--- config.mk ---
export PLATFORM = sky130hd
export DESIGN_NAME = cpu_sequencer_flat
export DESIGN_NICKNAME = d
export VERILOG_FILES = /design/src/rtl/cpu_sequencer_if.sv /design/src/rtl/cpu_sequencer.sv /design/src/flat_wrapper.sv
export SDC_FILE = /design/constraint.sdc
export NUM_CORES = 1
export LEC_CHECK = 0
export CORE_MARGIN = 5
export CORE_UTILIZATION = 38
export DETAILED_ROUTE_END_ITERATION = 16
export MAX_ROUTING_LAYER = met4
export PLACE_DENSITY = 0.79
export SLEW_MARGIN = 20
export SYNTH_ARGS = -nofsm -noshare
export SYNTH_HDL_FRONTEND = slang
export SYNTH_SLANG_ARGS = --single-unit
--- constraint.sdc ---
create_clock -name clk -period 1.8 [get_ports clk]
set_clock_uncertainty 0.05 [all_clocks]
set_input_delay 0.18 -clock clk [delete_from_list [all_inputs] [get_ports clk]]
set_output_delay 0.18 -clock clk [all_outputs]
set_load 0.01 [all_outputs]
--- src/rtl/cpu_sequencer_if.sv ---
// cpu_sequencer_if: instruction-RAM / decoder side signals of the CPU control sequencer.
// Optional macro CPU_SEQ_IRQ_EN adds the irq / irq_ack pair.
// master = sequencer side, slave = RAM/decoder side.
interface cpu_sequencer_if #(
    parameter int unsigned INSTR_W  = 16,
    parameter int unsigned STATUS_W = 8,
    parameter int unsigned COND_W   = 4,
    parameter int unsigned MAX_EXEC = 4
);
    localparam int unsigned IDX_W = (MAX_EXEC > 1) ? $clog2(MAX_EXEC) : 1;

    logic [INSTR_W-1:0]  instruction;
    logic                mem_ready;
    logic [COND_W-1:0]   cond_field;
    logic [IDX_W-1:0]    exec_cycles;
    logic [STATUS_W-1:0] status_reg;
    logic                stop_req;
    logic                stack_overflow;
    logic                set_jump;
    logic                resume;
    logic [INSTR_W-1:0]  ir;
    logic                state_fetch;
    logic                state_exec;
    logic [IDX_W-1:0]    exec_idx;
    logic                cond_pass;
    logic                last_exec;
    logic                jump;
    logic                halted;
`ifdef CPU_SEQ_IRQ_EN
    logic                irq;
    logic                irq_ack;

    modport master (
        input  instruction, mem_ready, cond_field, exec_cycles, status_reg,
               stop_req, stack_overflow, set_jump, resume, irq,
        output ir, state_fetch, state_exec, exec_idx, cond_pass, last_exec,
               jump, halted, irq_ack
    );
    modport slave (
        output instruction, mem_ready, cond_field, exec_cycles, status_reg,
               stop_req, stack_overflow, set_jump, resume, irq,
        input  ir, state_fetch, state_exec, exec_idx, cond_pass, last_exec,
               jump, halted, irq_ack
    );
`else
    modport master (
        input  instruction, mem_ready, cond_field, exec_cycles, status_reg,
               stop_req, stack_overflow, set_jump, resume,
        output ir, state_fetch, state_exec, exec_idx, cond_pass, last_exec,
               jump, halted
    );
    modport slave (
        output instruction, mem_ready, cond_field, exec_cycles, status_reg,
               stop_req, stack_overflow, set_jump, resume,
        input  ir, state_fetch, state_exec, exec_idx, cond_pass, last_exec,
               jump, halted
    );
`endif
endinterface

--- src/rtl/cpu_sequencer.sv ---
// cpu_sequencer: fetch/execute control FSM sitting between instruction RAM and the decoder.
// Latches IR, evaluates the condition field once per instruction, counts execute cycles,
// handles memory wait states, halt/resume and the pending-jump flag.
// Optional macro CPU_SEQ_IRQ_EN adds a one-cycle IRQ state between instructions.
module cpu_sequencer #(
    parameter int unsigned INSTR_W     = 16,
    parameter int unsigned STATUS_W    = 8,
    parameter int unsigned COND_W      = 4,
    parameter int unsigned ALWAYS_CODE = 6,
    parameter int unsigned MAX_EXEC    = 4
) (
    input  logic            clk,
    input  logic            rst_n,
    cpu_sequencer_if.master bus
);
    localparam int unsigned     IDX_W   = (MAX_EXEC > 1) ? $clog2(MAX_EXEC) : 1;
    localparam logic [IDX_W-1:0] MAX_IDX = IDX_W'(MAX_EXEC - 1);

`ifdef CPU_SEQ_IRQ_EN
    typedef enum logic [1:0] {S_FETCH = 2'd0, S_EXEC = 2'd1, S_HALT = 2'd2, S_IRQ = 2'd3} state_t;
`else
    typedef enum logic [1:0] {S_FETCH = 2'd0, S_EXEC = 2'd1, S_HALT = 2'd2} state_t;
`endif

    state_t             state_q, state_d;
    logic [INSTR_W-1:0] ir_q, ir_d;
    logic [IDX_W-1:0]   count_q, count_d;
    logic [IDX_W-1:0]   idx_q, idx_d;
    logic               cond_q, cond_d;
    logic               jump_q, jump_d;

    logic [COND_W-2:0]  sel;
    logic               inv;
    logic               sel_valid;
    logic               sel_bit;
    logic               cond_eval;
    logic               halt_cond;
    logic               at_last;

    assign sel       = bus.cond_field[COND_W-2:0];
    assign inv       = bus.cond_field[COND_W-1];
    assign halt_cond = bus.stop_req | (bus.stack_overflow & cond_q);
    assign at_last   = (idx_q == count_q);

    // Condition evaluation: always-code and out-of-range selects both read as true.
    always_comb begin
        sel_valid = 1'b0;
        sel_bit   = 1'b0;
        for (int unsigned i = 0; i < STATUS_W; i++) begin
            if (32'(sel) == i) begin
                sel_valid = 1'b1;
                sel_bit   = bus.status_reg[i] ^ inv;
            end
        end
        cond_eval = 1'b1;
        if (32'(sel) != ALWAYS_CODE && sel_valid) begin
            cond_eval = sel_bit;
        end
    end

    // Next-state logic; halt is checked before wait states and completion.
    always_comb begin
        state_d = state_q;
        ir_d    = ir_q;
        count_d = count_q;
        idx_d   = idx_q;
        cond_d  = cond_q;
        jump_d  = jump_q;
        case (state_q)
            S_FETCH: begin
                if (bus.set_jump) begin
                    jump_d = 1'b1;
                end
                if (bus.mem_ready) begin
                    ir_d    = bus.instruction;
                    count_d = (bus.exec_cycles > MAX_IDX) ? MAX_IDX : bus.exec_cycles;
                    cond_d  = cond_eval;
                    idx_d   = '0;
                    jump_d  = bus.set_jump;
                    state_d = S_EXEC;
                end
            end
            S_EXEC: begin
                if (bus.set_jump) begin
                    jump_d = 1'b1;
                end
                if (halt_cond) begin
                    state_d = S_HALT;
                end else if (bus.mem_ready) begin
                    if (at_last) begin
`ifdef CPU_SEQ_IRQ_EN
                        state_d = (bus.irq && bus.status_reg[STATUS_W-1]) ? S_IRQ : S_FETCH;
`else
                        state_d = S_FETCH;
`endif
                    end else begin
                        idx_d = idx_q + IDX_W'(1);
                    end
                end
            end
            S_HALT: begin
                if (bus.resume) begin
                    state_d = S_FETCH;
                    idx_d   = '0;
                end
            end
`ifdef CPU_SEQ_IRQ_EN
            S_IRQ: begin
                jump_d  = 1'b1;
                state_d = S_FETCH;
            end
`endif
            default: state_d = S_FETCH;
        endcase
    end

    // Sequencer state registers.
    always_ff @(posedge clk or negedge rst_n) begin
        if (!rst_n) begin
            state_q <= S_FETCH;
            ir_q    <= '0;
            count_q <= '0;
            idx_q   <= '0;
            cond_q  <= 1'b0;
            jump_q  <= 1'b0;
        end else begin
            state_q <= state_d;
            ir_q    <= ir_d;
            count_q <= count_d;
            idx_q   <= idx_d;
            cond_q  <= cond_d;
            jump_q  <= jump_d;
        end
    end

    assign bus.ir          = ir_q;
    assign bus.state_fetch = (state_q == S_FETCH);
    assign bus.state_exec  = (state_q == S_EXEC);
    assign bus.exec_idx    = idx_q;
    assign bus.cond_pass   = cond_q;
    assign bus.last_exec   = (state_q == S_EXEC) & bus.mem_ready & at_last;
    assign bus.jump        = jump_q;
    assign bus.halted      = (state_q == S_HALT);
`ifdef CPU_SEQ_IRQ_EN
    assign bus.irq_ack     = (state_q == S_IRQ);
`endif
endmodule
--- src/flat_wrapper.sv ---
// flat-port wrapper written by rule: the top's interface ports become plain ports
module cpu_sequencer_flat 
#(
    parameter int unsigned INSTR_W     = 16,
    parameter int unsigned STATUS_W    = 8,
    parameter int unsigned COND_W      = 4,
    parameter int unsigned ALWAYS_CODE = 6,
    parameter int unsigned MAX_EXEC    = 4
)
  (clk, rst_n, bus_instruction, bus_mem_ready, bus_cond_field, bus_exec_cycles, bus_status_reg, bus_stop_req, bus_stack_overflow, bus_set_jump, bus_resume, bus_ir, bus_state_fetch, bus_state_exec, bus_exec_idx, bus_cond_pass, bus_last_exec, bus_jump, bus_halted);
  cpu_sequencer_if #(.INSTR_W(INSTR_W), .STATUS_W(STATUS_W), .COND_W(COND_W), .MAX_EXEC(MAX_EXEC)) bus_i ();
  input  logic clk;
  input  logic rst_n;
  input wire logic [$bits(bus_i.instruction)-1:0] bus_instruction;
  input wire logic [$bits(bus_i.mem_ready)-1:0] bus_mem_ready;
  input wire logic [$bits(bus_i.cond_field)-1:0] bus_cond_field;
  input wire logic [$bits(bus_i.exec_cycles)-1:0] bus_exec_cycles;
  input wire logic [$bits(bus_i.status_reg)-1:0] bus_status_reg;
  input wire logic [$bits(bus_i.stop_req)-1:0] bus_stop_req;
  input wire logic [$bits(bus_i.stack_overflow)-1:0] bus_stack_overflow;
  input wire logic [$bits(bus_i.set_jump)-1:0] bus_set_jump;
  input wire logic [$bits(bus_i.resume)-1:0] bus_resume;
  output wire logic [$bits(bus_i.ir)-1:0] bus_ir;
  output wire logic [$bits(bus_i.state_fetch)-1:0] bus_state_fetch;
  output wire logic [$bits(bus_i.state_exec)-1:0] bus_state_exec;
  output wire logic [$bits(bus_i.exec_idx)-1:0] bus_exec_idx;
  output wire logic [$bits(bus_i.cond_pass)-1:0] bus_cond_pass;
  output wire logic [$bits(bus_i.last_exec)-1:0] bus_last_exec;
  output wire logic [$bits(bus_i.jump)-1:0] bus_jump;
  output wire logic [$bits(bus_i.halted)-1:0] bus_halted;
  assign bus_i.instruction = bus_instruction;
  assign bus_i.mem_ready = bus_mem_ready;
  assign bus_i.cond_field = bus_cond_field;
  assign bus_i.exec_cycles = bus_exec_cycles;
  assign bus_i.status_reg = bus_status_reg;
  assign bus_i.stop_req = bus_stop_req;
  assign bus_i.stack_overflow = bus_stack_overflow;
  assign bus_i.set_jump = bus_set_jump;
  assign bus_i.resume = bus_resume;
  assign bus_ir = bus_i.ir;
  assign bus_state_fetch = bus_i.state_fetch;
  assign bus_state_exec = bus_i.state_exec;
  assign bus_exec_idx = bus_i.exec_idx;
  assign bus_cond_pass = bus_i.cond_pass;
  assign bus_last_exec = bus_i.last_exec;
  assign bus_jump = bus_i.jump;
  assign bus_halted = bus_i.halted;
  cpu_sequencer #(.INSTR_W(INSTR_W), .STATUS_W(STATUS_W), .COND_W(COND_W), .ALWAYS_CODE(ALWAYS_CODE), .MAX_EXEC(MAX_EXEC)) u_core (.clk(clk), .rst_n(rst_n), .bus(bus_i));
endmodule
=== Yosys cells after proc, flatten, opt, wreduce, memory -nomap -nowiden ===
Index checks and enable logic that the tools add are counted.
W data, S select, Z words.

* Bitwise operators: 12
* Mux-type cells: 32
* Equal/unequal tests: 18
* Reductions and logical operators: 8
* Magnitude comparators: 1
* $add $sub $neg: 1

{| class="wikitable"
|+ Operators with widths
! operator !! number
|-
| $mux W2 || 10
|-
| $mux W1 || 19
|-
| $eq A3 B3 Y1 const B || 4
|-
| $pmux W2 S3 || 2
|-
| $ne A2 B2 Y1 const B || 5
|-
| $xor A1 B1 Y1 || 8
|-
| $eq A3 B2 Y1 const B || 2
|-
| $reduce_and A6 Y1 || 1
|-
| $reduce_and A4 Y1 || 1
|-
| $and A1 B1 Y1 || 3
|-
| $eq A3 B1 Y1 const B || 1
|-
| $logic_not A3 Y1 || 1
|-
| $ne A3 B1 Y1 const B || 1
|-
| $ne A3 B2 Y1 const B || 1
|-
| $ne A3 B3 Y1 const B || 1
|-
| $reduce_bool A3 Y1 || 1
|-
| $add A2 B1 Y2 const B || 1
|-
| $eq A2 B1 Y1 const B || 1
|-
| $eq A2 B2 Y1 || 1
|-
| $eq A2 B2 Y1 const B || 1
|-
| $gt A2 B2 Y1 const B || 1
|-
| $logic_not A2 Y1 || 1
|-
| $pmux W1 S2 || 1
|-
| $reduce_and A2 Y1 || 1
|-
| other kinds (3) || 3
|}

* Logic and storage cells: 78
* Input bits: 37
* Output and inout bits: 24
* Flip-flop bits (word level): 24

=== Depth between registers and ports, before layout ===
Gate-level depths: netlist (run 1).

* Word-level depth: 11
* Depth in mapped cells: 6
* Depth with buffers taken out: 4

=== Worst setup path before layout (run 1) ===
OpenSTA, ideal clock, no wires.

* Path kind: reg2reg
* Start point: register u_core.state_q[1]
* End point: register u_core.idx_q[1] (netlist: u_core.bus.exec_idx[1])
* Library setup time: 126 ps
* Clock period less this slack: 1,430 ps
* Arrival: 1,254 ps
* Slack: 370 ps
* Data required time: 1,624 ps
* Path buffers: 0
* Cell stages (with the launch flop): 5
* Path through: dfrtp_1 > nor2b_1 > and2_1 > a311oi_2 > a221o_1

* Cells in the longest elaborated chain, start to end: 3
* Elaborated cells between the ends (all ways): 11
* Those cells by class: eq/ne (7); mux (1); reduce/logical (3)

{| class="wikitable"
|+ Ends and longest elaborated chain
! item !! line !! source
|-
| from (decl) || cpu_sequencer.sv:25 || <nowiki>state_t state_q, state_d;</nowiki>
|-
| from (signal assigned) || cpu_sequencer.sv:127 || <nowiki>state_q <= state_d;</nowiki>
|-
| $eq A2 B2 Y1 (*) || n/a ||
|-
| named net bus_halted || flat_wrapper.sv:30 || <nowiki>output wire logic [$bits(bus_i.halted)-1:0] bus_halted;</nowiki>
|-
| $ne A2 B2 Y1 (no source line) / $reduce_bool A3 Y1 (equally long branches) || n/a ||
|-
| $reduce_and A6 Y1 (no source line) || n/a ||
|-
| to (signal assigned) || cpu_sequencer.sv:130 || <nowiki>idx_q <= idx_d;</nowiki>
|-
| to (decl) || cpu_sequencer.sv:28 || <nowiki>logic [IDX_W-1:0] idx_q, idx_d;</nowiki>
|}

The timed path passes the listed nets; every way through them passes the cells marked *.
A chain may end at the register's enable or synchronous reset.

=== Worst setup path in the final report (run 1) ===
* Start point: register u_core.state_q[1]
* End point: output port bus_state_exec

* Cells in the longest elaborated chain, start to end: 1

{| class="wikitable"
|+ Ends and longest elaborated chain
! item !! line !! source
|-
| $eq A2 B1 Y1 || cpu_sequencer.sv:138 || <nowiki>assign bus.state_exec = (state_q == S_EXEC);</nowiki>
|-
| to (decl) || flat_wrapper.sv:25 || <nowiki>output wire logic [$bits(bus_i.state_exec)-1:0] bus_state_exec;</nowiki>
|}

Every way passes these cells.

==> results of run 1 <==
==> flip-flops by register name (all words and copies together), names as in the netlist <==
register / count
u_core.count_q: 2
u_core.bus.jump: 1
u_core.bus.cond_pass: 1
u_core.state_q: 2
u_core.bus.ir: 16
u_core.bus.exec_idx: 2
==> critical path: cells and delay by family (launching register included) <==
kind	cells	cell delay, ns
buffers and inverters	1	0.57
DFF	1	0.43
and+or+nand+nor	1	0.18
==> cells by family (layout without fill, tap and decap cells) <==
kind of cell,Yosys count,count (layout)
AOI/OAI and AO/OA,10,10
xor gates and xnor gates,5,5
buffers and inverters,7,77
DFF,24,24
muxes,3,3
and+or+nand+nor,73,73
==> layout make-up <==
cell class | count | share of cell area
timing repair buffer | 70 | 0.3588
sequential | 24 | 0.3219
multi-input combinational | 91 | 0.2643
tap | 31 | 0.02079
clock inverter | 1 | 0.01610
clock buffer | 3 | 0.01207
inverter | 3 | 0.006036
==> per-layer routing <==
| metal | global-route usage | share of wire | vias up |
|---|---|---|---|
| met1 | 0.1843 | 0.38 | 485 |
| met2 | 0.3053 | 0.53 | 35 |
| met3 | 0.04028 | 0.061 | 6 |
| met4 | 0.07013 | 0.020 | 0 |
| met5 | - | 0 | - |
| li1 | - | - | 527 |
==> cell usage after synthesis <==
master | instances | area share
nand2_1 | 58 | 0.20
dfrtp_1 | 24 | 0.54
nor2_1 | 4 | 0.014
nor2b_1 | 4 | 0.023
a21oi_1 | 3 | 0.014
inv_1 | 3 | 0.010
xnor2_1 | 3 | 0.024
clkbuf_1 | 2 | 0.0068
nand3_1 | 2 | 0.0091
xor2_1 | 2 | 0.016
a221o_1 | 1 | 0.0091
a311oi_2 | 1 | 0.014
a31oi_1 | 1 | 0.0057
and2_1 | 1 | 0.0057
and2b_1 | 1 | 0.0068
buf_2 | 1 | 0.0045
buf_4 | 1 | 0.0068
mux2_2 | 1 | 0.010
mux2i_1 | 1 | 0.0091
mux4_2 | 1 | 0.020
nand2b_1 | 1 | 0.0057
nor2b_2 | 1 | 0.0079
nor4bb_1 | 1 | 0.0091
o21ai_0 | 1 | 0.0045
o2bb2ai_1 | 1 | 0.0079
o31a_1 | 1 | 0.0079
o31ai_1 | 1 | 0.0068
==> power by group <==
part           switching (mW)  total (mW)  internal (mW)  leakage [nW]
combinational           0.652        1.46          0.809         0.567
clock                   0.174       0.400          0.225        0.0279
sequential              0.155       0.940          0.785         0.297
==> what timing repair did <==
action                                  4_1_cts  5_1_grt
endpoints found under the setup margin        4        0
buffers inserted                              1        0
gates resized for setup                       7        0
==> how the worst max path moves through the flow <==
stage	to
after floorplan	u_core.bus.exec_idx[1]
after detailed placement	u_core.bus.cond_pass
after CTS	bus_state_exec
after global routing	bus_state_exec
final	bus_state_exec
after global placement	u_core.bus.cond_pass
==> out/qor.csv, run 1 <==
metric,value,unit
run_status,"complete, no violations",
startpoint_type,flip-flop,
path_cells,nor2b_4 -> clkdlybuf4s50_1,
regArea,600.6,sq um
grt.overflow.total,0,
synth_cell_types,27,
cts.clk_slew.worst_paths,0.14,ns
final-setup-viol-count,0,
grt_max_degree,25,
crit_slowest_cell,clkdlybuf4s50_1,
numClockSinks,24,
synth_nets,159,
vias,1053,
r2r_cells,5,
grt_pass1_wl,5513,um
syn2layout_area_growth,69.24,%
clk_path_buf_depth,2,
leakage,0.8920,nW
dpl.cell_count,218,
fillCellCount,233,
antenna_left,0,
syn_area,1102,sq um
hold_ws,0.1319,ns
yosysWarnings,0,
worst_slew_pin_slew,0.3927,ns
r2r_start,u_core.state_q[1],
syn_area_per_cell,9.035,sq um
netlist_instances,122,
critPathLaunch,u_core.state_q[1],
p_per_area,1501,nW/um^2
crit_arrival,1.52,ns
drt_iter0_markers,12,
ir_worst_vdd,991.7,uV
dp_hpwl,2368,um
clk_latency,0.33,ns
r2r_end,u_core.bus.exec_idx[1],
fp-row-count,19,
start_util,0.3997,
postCtsHoldBufs,0,
critical_path_class,reg2out,
max_stage_delay,0.57,ns
synth-xor-area-share,0.03973,
cts_root_buffer,clkbuf_4,
r2r_slack,0.26,ns
mostFrequentLayoutCell,nand2_1,
finalPower,2.800,mW
via_per_inst,4.722,
synthMuxAreaShare,0.03973,
synth_top_family_by_area,simple AND/OR/NAND/NOR gates,
grt_pass1_vias,1239,
synthAdderAreaFrac,0,
hold_violations,0,
pin_count,61,
synth_compound_area_frac,0.06924,
die_x,63.86,um
portBuffers,59,
cp_data_required_time,1.57,ns
grt_antenna_before_repair,0,
drive_gt1_frac,0.1146,
rsz0062_at_grt,no,
fin_nets,230,
fin_area,1866,sq um
layout_common_cells,"nand2_1, clkdlybuf4s50_1, dfrtp_1",
maxCapViolCount,0,
antenna_cells,0,
die_area,4078,sq um
multi_input_area,493.0,sq um
die_h,63.86,um
layout.cells.non_filler,223,
first_pass_iters,5,
post-route-min-period,1.746,ns
fin_crit_sh,0.9701,
drc_errors,0,
ys_seq_area_frac,0.5448,
fin_ws,0.05380,ns
fin_util,0.6765,
critPathCaptureType,primary output,
core-area,2758,sq um
maxSlewViolCount,0,
cts_htree_levels,1,
cts_made_buffers,3,
clock.fmax,572.7,MHz
dp_slack,-0.05867,ns
hp-class,in2async,
gp_congestion,0.7566,
crit_fanout,5,
cts_tree,done,
grt_usage,0.1731,
yosys.area_share.simple,0.2781,
fin_setup_tns,0,ns
wire_per_inst,13.97,um
ys_ff_latch,24,
slew-limit-headroom,0.7382,
wl,3115,um
dpl_cell_area,1787,sq um
No activity file was read; power rests on OpenSTA's default activity.
==> inputs of run 2 (changes only) <==
--- a/config.mk
+++ b/config.mk
@@ -10,6 +10,7 @@
 export DETAILED_ROUTE_END_ITERATION = 16
 export MAX_ROUTING_LAYER = met4
 export PLACE_DENSITY = 0.79
+export RECOVER_POWER = 100
 export SLEW_MARGIN = 20
 export SYNTH_ARGS = -nofsm -noshare
 export SYNTH_HDL_FRONTEND = slang
==> run 2 against run 1 <==
Net effect: power shrank 4.0%; first-iteration DRC count up 75%; highest routed layer unchanged; sequential share of layout area up 0.33 points; count of clock-buffer cells in the layout did not move; design area is 1.0% lower; largest power group unchanged; via count rose by 2.5%.
==> out/qor.csv, run 2 (same netlist as run 1, synthesis figures left out) <==
metric,value,unit,change
run_status,"complete, no violations",,
internal_power,1.725,mW,-5.2%
clk_latency,0.33,ns,about the same
pwr-share-seq,0.345,,+0.009
numClockSinks,24,,unchanged
slew-limit-headroom,0.1583,,-0.5799
critPathCaptureType,primary output,,
grt.overflow.total,0,,unchanged
hold_violations,0,,unchanged
pin_count,61,,unchanged
wl,3112,um,about the same
fin_nets,230,,unchanged
post-route-min-period,1.752,ns,+0.006089 ns
cts.clk_slew.worst_paths,0.14,ns,about the same
die_x,63.86,um,unchanged
switching_share,0.3585,,+0.008244
p_per_area,1456,nW/um^2,-3.0%
wire_per_inst,13.96,um,about the same
core-area,2758,sq um,unchanged
p_comb_frac,0.505,,-0.017
vias,1079,,+2.5%
clock.fmax,570.7,MHz,-0.35%
cp_data_required_time,1.57,ns,about the same
largest_reg_flops,16,,unchanged
antenna_left,0,,unchanged
drc_errors,0,,unchanged
grt_pass1_wl,5513,um,unchanged
fillCellCount,237,,+1.7%
p_clk_frac,0.149,,+0.006
portBuffers,59,,unchanged
leakage,0.8985,nW,+0.74%
clk_path_buf_depth,2,,unchanged
ir_worst_vdd,955.8,uV,-3.6%
crit_fanout,5,,unchanged
cts_root_buffer,clkbuf_4,,
power.switching,0.9640,mW,-1.7%
cts_made_buffers,3,,unchanged
worst_slew_pin_slew,1.263,ns,+0.8699 ns
fin_crit_sh,0.9735,,+0.003383
maxSlewViolCount,0,,unchanged
grt_usage,0.1731,,unchanged
start_util,0.3997,,unchanged
cts_tree,done,,
rsz0062_at_grt,no,,
hold_ws,0.3054,ns,+0.1736 ns
die_h,63.86,um,unchanged
startpoint_type,flip-flop,,
hp-class,in2reg,,
fp-row-count,19,,unchanged
drt_iter0_markers,21,,+9
syn2layout_area_growth,67.54,%,
gp_congestion,0.7566,,unchanged
drive_gt1_frac,0.09375,,-0.02083
grt_antenna_before_repair,0,,unchanged
crit_arrival,1.52,ns,about the same
layout_common_cells,"nand2_1, clkdlybuf4s50_1, dfrtp_1",,
via_per_inst,4.839,,+2.5%
antenna_cells,0,,unchanged
mostFrequentLayoutCell,nand2_1,,
dpl.cell_count,218,,unchanged
critical_path_class,reg2out,,
cts_htree_levels,1,,unchanged
die_area,4078,sq um,unchanged
maxCapViolCount,0,,unchanged
first_pass_iters,4,,-1
grt_max_degree,25,,unchanged
grt_pass1_vias,1239,,unchanged
final-setup-viol-count,0,,unchanged
dp_hpwl,2368,um,unchanged
layout.cells.non_filler,223,,unchanged
[run 2: cell types whose count changed in the layout (fill, tap and decap cells not counted)]
cell             previous run  this run
and2_0                      0         1
buf_4                      11         8
a311oi_1                    0         1
nor2b_2                     1         0
clkdlybuf4s50_1            56        36
clkbuf_1                    0         2
dlygate4sd3_1               0        20
clkbuf_2                    0         1
a311oi_2                    1         0
and2_1                      1         0
nor2b_1                     3         4
[run 2: path summary, 6_finish.rpt]
| kind | startpoint | to | slack [ns] | cells past startpoint |
|---|---|---|---|---|
| max | u_core.state_q[1] | bus_state_exec | 0.05 | 2 |
| min | bus_exec_cycles[0] | u_core.count_q[0] | 0.31 | 3 |
| max reg2reg | u_core.state_q[1] | u_core.bus.exec_idx[0] | 0.23 | 5 |
| min reg2reg | u_core.bus.ir[6] | u_core.bus.ir[6] | 0.44 | 2 |
| max in group asynchronous | rst_n | u_core.bus.ir[15] | 0.39 | 2 |
| min in group asynchronous | rst_n | u_core.bus.ir[2] | 0.56 | 2 |
[run 2: routing by layer]
layer / routed length [um] / track usage / vias to the layer above / part of all wire
li1: - / - / 531 / -
met1: 1172 / 0.1843 / 503 / 0.38
met2: 1676 / 0.3053 / 39 / 0.54
met3: 196 / 0.04028 / 6 / 0.063
met4: 67 / 0.07013 / 0 / 0.022
met5: 0 / - / - / 0
[run 2: worst max-delay path: stages (launching register included)]
cell,delay [ns]
dfrtp_1,0.44
nor2b_4,0.18
clkdlybuf4s50_1,0.57
[run 2: layout make-up]
class | instances | area [sq um] | area share
timing repair buffer | 70 | 659.4 | 0.3570
sequential | 24 | 600.6 | 0.3252
multi-input combinational | 91 | 484.2 | 0.2622
tap | 31 | 38.79 | 0.02100
clock inverter | 1 | 30.03 | 0.01626
clock buffer | 3 | 22.52 | 0.01220
inverter | 3 | 11.26 | 0.006098
[run 2: through the flow]
stage	area (sq um)	util	power (mW)	worst slack (ns)	setup TNS [ns]
2_1_floorplan	1102	-	1.551	0.3700	0
3_3_place_gp	1787	0.6479	2.323	-0.02409	-0.02409
3_5_place_dp	1787	0.6479	2.361	-0.05867	-0.05867
4_1_cts	1866	0.6765	2.822	0.03830	0
5_1_grt	1847	0.6697	2.898	0.01402	0
6_report	1847	0.6697	2.689	0.04771	0
[run 2: power by group through the flow]
stage                     Clock (mW)  Combinational (mW)  Sequential [mW]
after floorplan                    0               0.510             1.04
after global placement             0                1.40            0.919
after detailed placement           0                1.43            0.935
after CTS                      0.407                1.47            0.941
after global routing           0.430                1.50            0.969
final                          0.401                1.36            0.929
[run 2: timing repair]
action / 4_1_cts / 5_1_grt
setup buffers: 1 / 0
gates resized for setup: 7 / 0
hold buffers: 0 / 0
setup endpoints to repair: 4 / 0
==> RTL change (settings of run 2) <==
Re-encode `state_t` (3 states) as one-hot, 3 bits wide.
--- a/src/rtl/cpu_sequencer.sv
+++ b/src/rtl/cpu_sequencer.sv
@@ -20,5 +20,5 @@
     typedef enum logic [1:0] {S_FETCH = 2'd0, S_EXEC = 2'd1, S_HALT = 2'd2, S_IRQ = 2'd3} state_t;
 `else
-    typedef enum logic [1:0] {S_FETCH = 2'd0, S_EXEC = 2'd1, S_HALT = 2'd2} state_t;
+    typedef enum logic [2:0] {S_FETCH = 3'b001, S_EXEC = 3'b010, S_HALT = 3'b100} state_t;
 `endif
 
Function: same outputs for any inputs over 10 cycles, from zero or initial values and one cycle with rst_n low; not proved beyond that.
==> RTL change against run 2 <==
Routed wire length about the same; worst setup slack improved by 0.033 ns; fmax increased by 1.9%; sequential cell count increased by 1; synthesized area increased by 3.5%; combinational power decreased by 8%; total power decreased by 9.5%; final area increased by 1.4%; largest cell class unchanged.
==> RTL change: results <==
group,metric,value,unit
detailed_routing,drt_iter0_markers,91,
critical_path,crit_fanout,4,
global_routing,grt_pass1_vias,1201,
yosys,synth_common_cells,"56 x nand2_1, 24 x dfrtp_1, 5 x nor2_1",
critical_path,cp.arrival,1.49,ns
critical_path,rrSetupSlack,0.12,ns
critical_path,endpoint,"bus_exec_idx[1]",
global_routing,grt_max_degree,26,
placement,hpwl,2588,um
layout,layout-drive-gt1-share,0.1045,
sta,worst_slew_pin_slew,1.289,ns
yosys,syn_nets,164,
layout,fin_cells,232,
global_routing,grt_pass1_wl,5409,um
clock_tree,clock_latency,0.31,ns
clock_tree,cts_max_level,1,
clock_tree,cts.path.max_buffers,2,
yosys,synthTopCellsByArea,"dfrtp_1 53%, nand2_1 18%, dfstp_2 2.3%",
clock_tree,cts_root_buf,"clkbuf_4",
clock_tree,clk_pin_slew,0.13,ns
clock_tree,ctsHoldBuffers,0,
min_path,hold_class,"in -> reg",
layout,antennaDiodeCount,0,
critical_path,worstSetupStartpoint,"u_core.bus.exec_idx[1]",
yosys,synth.distinct_cells,30,
placement,portBuffers,59,
yosys,seq_area_frac_synth,0.5493,
yosys,synthArstFlopShare,1.000,
outcome,status,"completed",
layout,layout.nets,239,
layout,largest_reg_flops,16,
yosys,syn_inst,127,
clock_tree,numCtsBuffers,3,
detailed_routing,vias,1133,
power,ir_drop,0.0005777,V
power,p_int,0.001528,W
critical_path,worstReg2RegEnd,"u_core.bus.ir[7]",
placement,gp_congestion,0.8109,
detailed_routing,first_pass_iters,4,
global_routing,grt_use_total,0.1681,
yosys,yosysWarnings,0,
detailed_routing,routed_wirelength,3115,um
layout,fillers,242,
placement,place_inst,224,
yosys,synth_ff_type,"dfrtp_1",
global_routing,antenna_found_initial,0,
critical_path,r2r_cells,6,
power,p_leak,0.9166,nW
critical_path,r2r_start,"u_core.state_q[0]",
==> RTL change: cell count changes after synthesis, sizes merged, moves of 2 or more <==
cell,run 2,this run
nand2,58,56
nor3,0,3
buf,2,4
nor2b,5,0
o211ai,0,3
==> RTL change: power groups by stage <==
stage	registers (W)	logic (W)	clock network [W]
2_1_floorplan	0.00105	0.000493	0
3_3_place_gp	0.000960	0.00129	0
3_5_place_dp	0.000979	0.00133	0
4_1_cts	0.000960	0.00137	0.000251
5_1_grt	0.000990	0.00137	0.000273
6_report	0.000946	0.00125	0.000241
==> RTL change: final cells by class <==
class / count / area (um2) / share of cell area
clock inverter: 1 / 5.005 / 0.002672
sequential: 25 / 626.9 / 0.3347
clock buffer: 3 / 22.52 / 0.01202
multi-input combinational: 95 / 483.0 / 0.2578
inverter: 2 / 7.507 / 0.004008
tap: 31 / 38.79 / 0.02071
timing repair buffer: 75 / 689.4 / 0.3681
==> RTL change: cell families after synthesis <==
kind of cell    Yosys count  share of synthesized area
simple gates             76                     0.2807
flops                    25                     0.5493
compound gates           12                    0.07127
buf+inv                   7                    0.03179
xor+xnor                  5                    0.03838
mux                       2                    0.02851
==> RTL change: per-stage QoR <==
step	area, um2	setup slack, ns	util	hold slack, ns
6_report	1873	0.08114	0.6621	0.3277
5_1_grt	1873	0.0002421	0.6621	0.3239
4_1_cts	1889	0.006069	0.6678	0.1627
3_5_place_dp	1832	0.08898	0.6475	0.4123
3_3_place_gp	1832	0.1250	0.6475	0.4079
2_1_floorplan	1141	0.1156	-	-0.1656
==> RTL change: worst min-delay path by stage <==
stage	from	endpoint	slack [ns]	depth (start not counted)
2_1_floorplan	rst_n	u_core.bus.cond_pass	-0.17	0
3_3_place_gp	u_core.bus.ir[1]	u_core.bus.ir[1]	0.41	2
3_5_place_dp	u_core.bus.ir[8]	u_core.bus.ir[8]	0.41	2
4_1_cts	rst_n	u_core.bus.ir[13]	0.16	2
5_1_grt	bus_exec_cycles[0]	u_core.count_q[0]	0.32	3
6_report	bus_instruction[3]	u_core.bus.ir[3]	0.33	3
==> RTL change: worst max-delay path, stage by stage (launching register included) <==
cell and delay, ns:
dfrtp_1 0.43, buf_4 0.16, dlygate4sd3_1 0.59
==> RTL change: what timing repair did <==
action / 4_1_cts / 5_1_grt
resized for setup: 5 / 3
gates cloned: 0 / 0
setup endpoints to repair: 4 / 2
pin swaps: 0 / 2
setup buffers: 4 / 0
==> RTL change: metal layers <==
layer / part of all wire / track usage / vias to the layer above
met4: 0.0087 / 0.03694 / 0
met3: 0.038 / 0.03800 / 2
met5: 0 / - / -
met2: 0.57 / 0.3040 / 28
met1: 0.38 / 0.1885 / 543
li1: - / - / 560
